==> src/rtl/s_inter_rx.sv <==
// rtl/s_inter_rx.sv - slave-side transaction-layer receiver rebuilding AXI R/B channels from link packets
module s_inter_rx #(
    parameter int DATA_WIDTH = 16
) (
    input  logic                    clk,
    input  logic                    reset,
    input  logic [DATA_WIDTH*8-1:0] rx_data,
    input  logic [DATA_WIDTH-1:0]   rx_keep,
    input  logic                    rx_last,
    input  logic [3:0]              rx_connection_id,
    input  logic                    rx_valid,
    output logic                    rx_ready,
    output logic [DATA_WIDTH*8-1:0] s_axi_rdata,
    output logic [21:0]             s_axi_rid,
    output logic [1:0]              s_axi_rresp,
    output logic                    s_axi_rlast,
    output logic                    s_axi_rvalid,
    input  logic                    s_axi_rready,
    output logic [21:0]             s_axi_bid,
    output logic [1:0]              s_axi_bresp,
    output logic                    s_axi_bvalid,
    input  logic                    s_axi_bready,
    output logic [15:0]             err_cnt
);

    localparam logic [3:0]            TYPE_B = 4'b0100;
    localparam logic [3:0]            TYPE_R = 4'b0101;
    localparam logic [DATA_WIDTH-1:0] B_KEEP = DATA_WIDTH'(16'h0007);

    typedef enum logic [1:0] {HDR, R_DATA, DROP} state_t;

    state_t                  r_state;
    logic [7:0]              r_cnt;
    logic [17:0]             r_hdr_id;
    logic [1:0]              r_hdr_resp;
    logic [3:0]              r_hdr_conn;
    logic [DATA_WIDTH*8-1:0] r_rdata;
    logic [21:0]             r_rid;
    logic [1:0]              r_rresp;
    logic                    r_rlast;
    logic                    r_rvalid;
    logic [21:0]             r_bid;
    logic [1:0]              r_bresp;
    logic                    r_bvalid;
    logic [15:0]             r_err_cnt;

    logic w_is_b;
    logic w_is_r;
    logic w_cnt_zero;
    logic w_rx_ready;
    logic w_acc;
    logic w_err;

    assign w_is_b     = (rx_data[3:0] == TYPE_B);
    assign w_is_r     = (rx_data[3:0] == TYPE_R);
    assign w_cnt_zero = (r_cnt == 8'd0);

    // B headers need the B slot; R/illegal headers are always taken so DROP can discard them
    always_comb begin
        w_rx_ready = 1'b0;
        if (!reset) begin
            case (r_state)
                HDR:     w_rx_ready = w_is_b ? (~r_bvalid | s_axi_bready) : 1'b1;
                R_DATA:  w_rx_ready = ~r_rvalid | s_axi_rready;
                default: w_rx_ready = 1'b1;
            endcase
        end
    end

    assign w_acc = rx_valid & w_rx_ready;

    always_comb begin
        w_err = 1'b0;
        if (w_acc) begin
            case (r_state)
                HDR:     w_err = w_is_b ? (~rx_last | (rx_keep != B_KEEP))
                                        : (w_is_r ? rx_last : 1'b1);
                R_DATA:  w_err = w_cnt_zero ? ~rx_last : rx_last;
                default: w_err = 1'b0;
            endcase
        end
    end

    always_ff @(posedge clk) begin
        if (reset) begin
            r_state    <= HDR;
            r_cnt      <= 8'd0;
            r_hdr_id   <= '0;
            r_hdr_resp <= '0;
            r_hdr_conn <= '0;
            r_rdata    <= '0;
            r_rid      <= '0;
            r_rresp    <= '0;
            r_rlast    <= 1'b0;
            r_rvalid   <= 1'b0;
            r_bid      <= '0;
            r_bresp    <= '0;
            r_bvalid   <= 1'b0;
            r_err_cnt  <= '0;
        end else begin
            if (r_rvalid && s_axi_rready) r_rvalid <= 1'b0;
            if (r_bvalid && s_axi_bready) r_bvalid <= 1'b0;
            if (w_err && (r_err_cnt != 16'hFFFF)) r_err_cnt <= r_err_cnt + 16'd1;

            // a load below overrides the drain above, giving one beat per cycle
            if (w_acc) begin
                case (r_state)
                    HDR: begin
                        if (w_is_b) begin
                            r_bvalid <= 1'b1;
                            r_bid    <= {rx_connection_id, rx_data[23:6]};
                            r_bresp  <= rx_data[5:4];
                            r_state  <= rx_last ? HDR : DROP;
                        end else if (w_is_r) begin
                            r_hdr_id   <= rx_data[23:6];
                            r_hdr_resp <= rx_data[5:4];
                            r_hdr_conn <= rx_connection_id;
                            r_cnt      <= rx_data[31:24];
                            r_state    <= rx_last ? HDR : R_DATA;
                        end else begin
                            r_state <= rx_last ? HDR : DROP;
                        end
                    end
                    R_DATA: begin
                        r_rvalid <= 1'b1;
                        r_rdata  <= rx_data;
                        r_rid    <= {r_hdr_conn, r_hdr_id};
                        r_rresp  <= r_hdr_resp;
                        r_rlast  <= w_cnt_zero | rx_last;
                        r_cnt    <= r_cnt - 8'd1;
                        if (rx_last)         r_state <= HDR;
                        else if (w_cnt_zero) r_state <= DROP;
                    end
                    default: begin
                        if (rx_last) r_state <= HDR;
                    end
                endcase
            end
        end
    end

    assign rx_ready     = w_rx_ready;
    assign s_axi_rdata  = r_rdata;
    assign s_axi_rid    = r_rid;
    assign s_axi_rresp  = r_rresp;
    assign s_axi_rlast  = r_rlast;
    assign s_axi_rvalid = r_rvalid;
    assign s_axi_bid    = r_bid;
    assign s_axi_bresp  = r_bresp;
    assign s_axi_bvalid = r_bvalid;
    assign err_cnt      = r_err_cnt;

endmodule
==> config.mk <==
export PLATFORM = sky130hd
export DESIGN_NAME = s_inter_rx
export DESIGN_NICKNAME = d
export VERILOG_FILES = /design/src/rtl/s_inter_rx.sv
export SDC_FILE = /design/constraint.sdc
export NUM_CORES = 1
export LEC_CHECK = 0
export ABC_AREA = 1
export BUFFER_PORTS_ARGS = -buffer_cell sky130_fd_sc_hd__buf_2
export CORE_UTILIZATION = 44
export DETAILED_ROUTE_END_ITERATION = 10
export PLACE_DENSITY_LB_ADDON = 0.25
export SLEW_MARGIN = 10
export SYNTH_ARGS = -nofsm -noshare
export SYNTH_HDL_FRONTEND = slang
export SYNTH_SLANG_ARGS = --single-unit
==> constraint.sdc <==
create_clock -name clk -period 1.9 [get_ports clk]
set_input_delay 0.19 -clock clk [delete_from_list [all_inputs] [get_ports clk]]
set_output_delay 0.19 -clock clk [all_outputs]
set_load 0.01 [all_outputs]
==> metrics.csv <==
metric;value;unit
commonest non-fill, non-tap cells in the layout;buf_2, dfxtp_1, nand2_1, a21oi_1, nand3_1;
final-report setup violation count;0;
asr flop ratio synth;0;%
clock-pin slew on the worst setup and hold paths;60;ps
Synth top area share;50.6;%
YS warnings;0;
Final Critical Period;1780;ps
CTS tree;built;
starting density of the core;44.8;%
First DRT Iteration DRCs;552;
Global Route Usage Sum;26.9;%
RD Place Congestion;0.852;
Max Fclk;560;MHz
Tcrit/Tclk final;93.9;%
worst min path class;input port to register;
Top FF cell, synth;dfxtp_1;
vias in the first global route;9568;
Cell Area, Synth;9070;sq um
fill cell count;1738;
drc violations;0;
DP HPWL;18.1;mm
most common library cell in the layout ignoring fill and taps;buf_2;
largest net degree at the start of global routing;177;
peak supply drop;0.000658;V
Fin. Hold Viols;0;
Worst Setup Start Kind;register;
Die Y;146;microns
Power Dens Cells;800;nW/um^2
Via density;5.18;
worst-skew pair later-pin latency;530;ps
via count;10100;
Ports;350;
leading post-synthesis cells by cell area;dfxtp_1, a21oi_1, nand2_1, nand3_1, nor2_1;
Setup WS post-layout;116;ps
register area;4590;sq um
Yosys cell types;26;
Leak;5.85;nW
status;complete, no violations;
Critical Setup Path Class;register to register;
Critical Path AT;2250;ps
die area;21200;sq um
Die W;146;microns
Syn Nets;1363;
Critical Path RT;2360;ps
syn avg cell area;7.52;sq um
Clock Root Buffer;clkbuf_16;
area occupied by multi-input gates;3850;sq um
Slew @ Worst Pin;806;ps
max-cap violations;0;
Crit Path Max Fanout;70;
# port buffers;349;
first drt pass iteration count;4;
area grow syn2layout;48.5;%
Layout Nets;1824;
Final TNS setup;0;ps
grt ovf;0;
initial antenna violation count;1;
Crit. End Element;register;
H-tree lvl count;1;
core area;20200;sq um
Post-Syn Instances;1205;
Seq/Total Area, Yosys;50.6;%
Pins Over Slew Limit;0;
Yosys top cell by area;dfxtp_1;
Rows;52;
pre-CTS setup slack;63.7;ps
Slew Limit Headroom;46.2;%
FF+latch count, synth;229;
Post-Route WL;31.0;mm
layout cell share with drive strength beyond 1;27.0;%
TritonCTS buffer count;25;
Detail Route Antenna Nets;0;
Clock Sinks;229;
largest buffer count on any clock path;3;
first-pass GRT wire length;47.2;mm
Clock Skew;16.7;ps
Wirelength per Cell;15.9;microns
Post-synth EDFFs;0;
==> through the flow <==
stage | hold WS [ps] | power (mW) | instance area, sq um | std cells | utilization, %
5_1_grt | 31.3 | 11.2 | 13500 | 1956 | 66.5
2_1_floorplan | 354 | 5.45 | 9070 | 1205 | -
6_report | 20.3 | 10.8 | 13500 | 1956 | 66.5
3_3_place_gp | 441 | 5.82 | 11100 | 1770 | 55.0
3_5_place_dp | 446 | 5.83 | 11100 | 1770 | 55.0
4_1_cts | 6.59 | 10.8 | 13200 | 1944 | 65.3
==> per-layer routing <==
metal / vias to the layer above / track usage, % / part of all wire [%]
met4: 0 / 12.7 / 4.0
met1: 4644 / 32.5 / 40
met5: - / 0 / 0
li1: 4918 / - / -
met2: 465 / 45.2 / 48
met3: 100 / 6.43 / 7.7
==> area by class of cell <==
cell class              instances  area share [%]
inverters                      66            1.86
diodes                          1          0.0186
well taps                     270            2.51
multi-input cells             822            28.6
flip-flops and latches        229            34.1
clock inverters                10           0.669
repair buffers                522            26.9
clock buffers                  36            5.33
==> state kept, by name (all words and copies together), names as in the netlist <==
name          count
s_axi_rdata     128
s_axi_bid        22
s_axi_rid        22
r_hdr_id         18
err_cnt          16
r_cnt             8
r_hdr_conn        4
r_hdr_resp        2
r_state           2
s_axi_bresp       2
s_axi_rresp       2
s_axi_bvalid      1
s_axi_rlast       1
s_axi_rvalid      1
==> power by group <==
part | total [mW] | internal [mW] | switching [mW]
clock network | 4.76 | 2.77 | 1.99
registers | 4.90 | 4.87 | 0.0358
logic | 1.10 | 0.515 | 0.588
==> cells in the mapped netlist, types with 3 or more instances <==
library cell / instances
a21oi_1: 225
buf_1: 12
buf_2: 27
buf_4: 15
buf_6: 3
clkbuf_1: 33
dfxtp_1: 229
ha_1: 4
inv_1: 64
nand2_1: 227
nand2_2: 3
nand3_1: 164
nand4_1: 22
nor2_1: 114
nor2_2: 3
o21ai_0: 43
xor2_1: 5
==> what timing repair did <==
item,CTS,global route
hold buffers,128,0
endpoints found under the setup margin,0,136
buffers inserted,0,4
hold endpoints to repair,165,0
gates resized for setup,0,23
==> final timing paths <==
check	endpoint	cells past startpoint	slack (ps)	from
max	r_cnt[2]	9	120	r_state[1]
min	r_state[1]	4	20	rx_last
max reg2reg	r_cnt[2]	9	120	r_state[1]
min reg2reg	r_hdr_conn[0]	2	450	r_hdr_conn[0]
==> worst max-delay path, cell delays in order, from the launching register on <==
cell and delay, ps:
dfxtp_2 340, inv_2 70, nand2_2 60, buf_4 170, inv_4 270, buf_12 330, o21ai_0 140, o21ai_0 80
o21ai_0 110, nor2_1 110
==> cells by family after synthesis <==
| family | Yosys count | share of synthesized area (%) |
|---|---|---|
| xor gates and xnor gates | 7 | 0.676 |
| adders and majority gates | 4 | 0.552 |
| and+or+nand+nor | 539 | 25.6 |
| AOI/OAI and AO/OA | 270 | 14.9 |
| buffers and inverters | 156 | 7.70 |
| DFF | 229 | 50.6 |
Note: power is estimated with default switching activity, not from simulation.
